==> src/rtl/i8_bit_mul_if.sv <==
// Operand/result bundle for the 8x8 unsigned multiplier.
// Contract: in_valid qualifies a/b on the edge they are captured; out_valid qualifies prod; no ready, never stalls.
interface i8_bit_mul_if;
  logic        in_valid;
  logic [7:0]  a;
  logic [7:0]  b;
  logic        out_valid;
  logic [15:0] prod;

  modport master (
    output in_valid,
    output a,
    output b,
    input  out_valid,
    input  prod
  );

  modport slave (
    input  in_valid,
    input  a,
    input  b,
    output out_valid,
    output prod
  );
endinterface

==> src/rtl/i8_bit_mul.sv <==
// Two-stage unsigned 8x8 multiplier: operand capture, then partial-product
// array reduced by a carry-save tree and a final carry-propagate add.
module i8_bit_mul (
  input  logic       clk,
  input  logic       rst,
  i8_bit_mul_if.slave bus
);

  logic [7:0]  r_a;
  logic [7:0]  r_b;
  logic        r_v1;
  logic [15:0] r_prod;
  logic        r_out_valid;

  logic [15:0] w_pp [8];
  logic [15:0] w_s0, w_c0, w_s1, w_c1;
  logic [15:0] w_s2, w_c2, w_s3, w_c3;
  logic [15:0] w_s4, w_c4, w_s5, w_c5;
  logic [15:0] w_sum;

  // Row-wide 3:2 compressor; carries leaving bit 15 are dropped because the
  // true product always fits in 16 bits.
  function automatic logic [15:0] csa_sum(input logic [15:0] x, input logic [15:0] y,
                                          input logic [15:0] z);
    return x ^ y ^ z;
  endfunction

  function automatic logic [15:0] csa_carry(input logic [15:0] x, input logic [15:0] y,
                                            input logic [15:0] z);
    logic [15:0] maj;
    maj = (x & y) | (x & z) | (y & z);
    return {maj[14:0], 1'b0};
  endfunction

  always_comb begin
    for (int i = 0; i < 8; i++) begin
      w_pp[i] = r_b[i] ? (16'(r_a) << i) : 16'h0000;
    end
  end

  // 8 rows -> 6 -> 4 -> 3 -> 2
  assign w_s0 = csa_sum  (w_pp[0], w_pp[1], w_pp[2]);
  assign w_c0 = csa_carry(w_pp[0], w_pp[1], w_pp[2]);
  assign w_s1 = csa_sum  (w_pp[3], w_pp[4], w_pp[5]);
  assign w_c1 = csa_carry(w_pp[3], w_pp[4], w_pp[5]);

  assign w_s2 = csa_sum  (w_s0, w_c0, w_s1);
  assign w_c2 = csa_carry(w_s0, w_c0, w_s1);
  assign w_s3 = csa_sum  (w_c1, w_pp[6], w_pp[7]);
  assign w_c3 = csa_carry(w_c1, w_pp[6], w_pp[7]);

  assign w_s4 = csa_sum  (w_s2, w_c2, w_s3);
  assign w_c4 = csa_carry(w_s2, w_c2, w_s3);

  assign w_s5 = csa_sum  (w_s4, w_c4, w_c3);
  assign w_c5 = csa_carry(w_s4, w_c4, w_c3);

  assign w_sum = w_s5 + w_c5;

  always_ff @(posedge clk) begin
    if (rst) begin
      r_a         <= 8'h00;
      r_b         <= 8'h00;
      r_v1        <= 1'b0;
      r_prod      <= 16'h0000;
      r_out_valid <= 1'b0;
    end else begin
      r_a         <= bus.a;
      r_b         <= bus.b;
      r_v1        <= bus.in_valid;
      r_prod      <= w_sum;
      r_out_valid <= r_v1;
    end
  end

  assign bus.prod      = r_prod;
  assign bus.out_valid = r_out_valid;

endmodule

==> src/flat_wrapper.sv <==
// flat-port wrapper written by rule: the top's interface ports become plain ports
module i8_bit_mul_flat 
  (clk, rst, bus_in_valid, bus_a, bus_b, bus_out_valid, bus_prod);
  i8_bit_mul_if bus_i ();
  input  logic clk;
  input  logic rst;
  input wire logic [$bits(bus_i.in_valid)-1:0] bus_in_valid;
  input wire logic [$bits(bus_i.a)-1:0] bus_a;
  input wire logic [$bits(bus_i.b)-1:0] bus_b;
  output wire logic [$bits(bus_i.out_valid)-1:0] bus_out_valid;
  output wire logic [$bits(bus_i.prod)-1:0] bus_prod;
  assign bus_i.in_valid = bus_in_valid;
  assign bus_i.a = bus_a;
  assign bus_i.b = bus_b;
  assign bus_out_valid = bus_i.out_valid;
  assign bus_prod = bus_i.prod;
  i8_bit_mul u_core (.clk(clk), .rst(rst), .bus(bus_i));
endmodule
==> config.mk <==
export PLATFORM = sky130hd
export DESIGN_NAME = i8_bit_mul_flat
export DESIGN_NICKNAME = d
export VERILOG_FILES = /design/src/rtl/i8_bit_mul_if.sv /design/src/rtl/i8_bit_mul.sv /design/src/flat_wrapper.sv
export SDC_FILE = /design/constraint.sdc
export NUM_CORES = 1
export LEC_CHECK = 0
export BUFFER_PORTS_ARGS = -buffer_cell sky130_fd_sc_hd__buf_2
export CAP_MARGIN = 20
export CORE_MARGIN = 5
export CORE_UTILIZATION = 25
export DETAILED_ROUTE_END_ITERATION = 10
export GPL_ROUTABILITY_DRIVEN = 0
export SYNTH_ARGS = -nofsm -noshare
export SYNTH_HDL_FRONTEND = slang
export SYNTH_SLANG_ARGS = --single-unit
export TNS_END_PERCENT = 1
==> constraint.sdc <==
create_clock -name clk -period 5.3 [get_ports clk]
set_input_delay 1.06 -clock clk [delete_from_list [all_inputs] [get_ports clk]]
set_output_delay 1.06 -clock clk [all_outputs]
set_load 0.02 [all_outputs]
==> flow_summary.toml <==
[synth]
ys.flop_type = "dfxtp_1"
ys_warn_count = 0
synthTopCellsByCount = "and2_1, fa_1, inv_1, dfxtp_1, nor2b_1"
syn_inst = 284
syn_nets = 367
ys_seq_elements = 34
yosysSeqAreaShare = 0.2426
synth_top_family_by_area = "adder cells"
synth_area_per_cell_um2 = 9.877
synth.cell_area_um2 = 2805
synth_top_cell_by_area = "fa_1"
synth.distinct_cells = 24
muxShareOfSynthArea = 0.02007
synthArstFlopShare = 0
synth-simple-area-share = 0.2141
yosysMostFrequentCell = "and2_1"
synth-xor-area-share = 0.003122
synth_top_area_frac = 0.2783
synth-compound-area-share = 0.07672
synthAdderAreaFrac = 0.3898
synth-edff-count = 0
synth_top_cells_by_area = "fa_1, dfxtp_1, ha_1, and2_1, nor2b_1"

[setup_path]
cp_max_fo = 8
start_kind = "flip-flop"
crit_type = "reg -> reg"
critPathArrivalTime_ns = 4.50
critical_path_required_ns = 5.47
end_kind = "flip-flop"

[route]
wl_met3_um = 254
drc = 0
dr.max_layer_used = "met4"
drt_pass1_iterations = 4
drt-total-wl_mm = 5.428
vias = 1961
vias_per_cell = 4.235
antenna_left = 0
wl_per_cell_um = 11.72
wl_met1_mm = 2.348
drtIter0Drc = 39
dr_wl_met2_mm = 2.749

[run]
max-cap-violations = 0

[clock_tree]
cts.hold.buffers_added = 0
clk_path_buf_depth = 2
numCtsBuffers = 5
cts_setup_buffers = 0
cts_tree = "yes"
cts-resized-gates = 0
root_buffer = "clkbuf_16"
clock-sinks = 34
htreeDepth = 2
clk_latency_ns = 0.28
clk_pin_slew_ns = 0.06

[power]
switching_share = 0.2927
irDropWorstVdd_v = 0.0001268
p_leak_nw = 1.584
internal_power_mw = 0.5235
power_frac_clock = 0.406
powerDensity_nw_per_um2 = 224.8
p_comb_frac = 0.203
power_switching_mw = 0.2167
pwr-share-seq = 0.391

[global_route]
grt.total_usage = 0.08748
grt_pass1_vias = 2030
grt_first_pass_wirelength_mm = 9.328
grt_max_degree = 40
overflow = 0
antenna_found_initial = 0

[die]
rows = 38
pin_count = 36
die_w_um = 115.9
initial_core_util = 0.2565
die-area_um2 = 13440
core_um2 = 10940
die_y_um = 115.9

[placed_design]
place_area_um2 = 3141
hpwl_mm = 4.367
io_buffers = 35

[sta]
period_needed_ns = 4.330
finalSetupViolCount = 0
rsz0062_at_grt = "false"
fmax_mhz = 230.9
finalCritPeriodShare = 0.8170
slew_headroom = 0.5576
hold_viol_final = 0
tns_ns = 0
slew_viol_final = 0
skew_ns = 0.005924
worst_pin_slew_ns = 0.6637

[finish]
nNetsFinal = 405
layout-area-overhead-vs-synth_pct = 17.35
fin_area_um2 = 3292
n_antenna_cell = 0
drive_gt1_frac = 0.1455
fillers = 1172

[status]
status = "complete, no violations"

[hold_path]
min_path_type = "reg -> reg"
## critical path, cell delays in order, from the launching register on
cell,delay [ns]
dfxtp_1,0.47
nand2_1,0.12
fa_1,0.51
fa_1,0.50
fa_1,0.49
inv_1,0.04
ha_1,0.26
ha_1,0.24
fa_1,0.47
a211oi_4,0.34
o21ai_1,0.18
a221oi_2,0.25
mux2_1,0.34
## worst paths after layout
path | startpoint | endpoint | slack (ns) | cells after the start
worst max register to register | u_core.r_b[5] | u_core.bus.prod[15] | 0.97 | 12
worst min-delay path | u_core.r_v1 | u_core.bus.out_valid | 0.43 | 1
worst min register to register | u_core.r_v1 | u_core.bus.out_valid | 0.43 | 1
worst max-delay path | u_core.r_b[5] | u_core.bus.prod[15] | 0.97 | 12
## per-stage QoR
step / utilization / hold WS, ns / total power, mW / std cells / worst slack [ns]
finish: 0.3010 / 0.4348 / 0.7401 / 463 / 0.9698
CTS: 0.3010 / 0.4375 / 0.7519 / 463 / 0.9659
global placement: 0.2872 / 0.4349 / 0.4452 / 455 / 1.013
detailed placement: 0.2872 / 0.4239 / 0.4483 / 455 / 0.9751
floorplan: - / 0.4138 / 0.4033 / 284 / 1.274
global route: 0.3010 / 0.4639 / 0.7865 / 463 / 0.7484
## cell families (layout without fill, tap and decap cells)
group / count (synthesis) / in the layout
adder cells (fa/ha/maj): 64 / 64
buffers and inverters: 40 / 79
flip-flops: 34 / 34
AO/OA/AOI/OAI: 28 / 28
XOR/XNOR: 1 / 1
AND/OR/NAND/NOR: 112 / 112
multiplexers: 5 / 5
## power by group through the flow
stage	sequential [mW]	clock [mW]	combinational [mW]
after detailed placement	0.295	0	0.153
after global placement	0.295	0	0.150
after floorplan	0.303	0	0.100
after CTS	0.290	0.308	0.154
final	0.289	0.301	0.150
after global routing	0.292	0.320	0.174
## final cells by class
cell class / count / area (µm²) / share of cell area
inverters: 36 / 135.1 / 0.04105
well taps: 140 / 175.2 / 0.05321
multi-input cells: 210 / 1974 / 0.5998
clock inverters: 2 / 12.51 / 0.003801
clock buffers: 6 / 138.9 / 0.04219
flip-flops and latches: 34 / 680.7 / 0.2068
repair buffers: 35 / 175.2 / 0.05321
## sequential cells by signal, indices dropped and copies added, names as in the netlist
register / count
u_core.bus.out_valid: 1
u_core.bus.prod: 16
u_core.r_a: 8
u_core.r_b: 8
u_core.r_v1: 1
## layer usage
layer,global-route usage,vias to the layer above
met5,0,-
met4,0.02552,0
met3,0.02507,10
met2,0.1504,38
met1,0.1066,947
li1,-,966
## cells in the final DEF, fill, tap and decap left out
cell	Yosys	final
and2_1	42	42
fa_1	39	39
inv_1	36	36
buf_2	0	35
dfxtp_1	34	34
nor2b_1	28	28
ha_1	25	25
nand2_1	23	23
nor2_1	15	15
mux2_1	5	5
a21oi_1	5	5
clkbuf_16	0	5
a21o_1	4	4
o21ai_1	4	4
a211oi_1	3	3
o211ai_1	3	3
nor3_1	2	2
nand3_1	2	2
o21ai_0	2	2
a221oi_2	2	2
o21bai_1	2	2
a211oi_4	1	1
a211oi_2	1	1
xnor2_1	1	1
o21a_1	1	1
clkinv_2	0	1
clkinvlp_4	0	1
clkbuf_8	0	1
No activity file was read; power rests on OpenSTA's default activity.
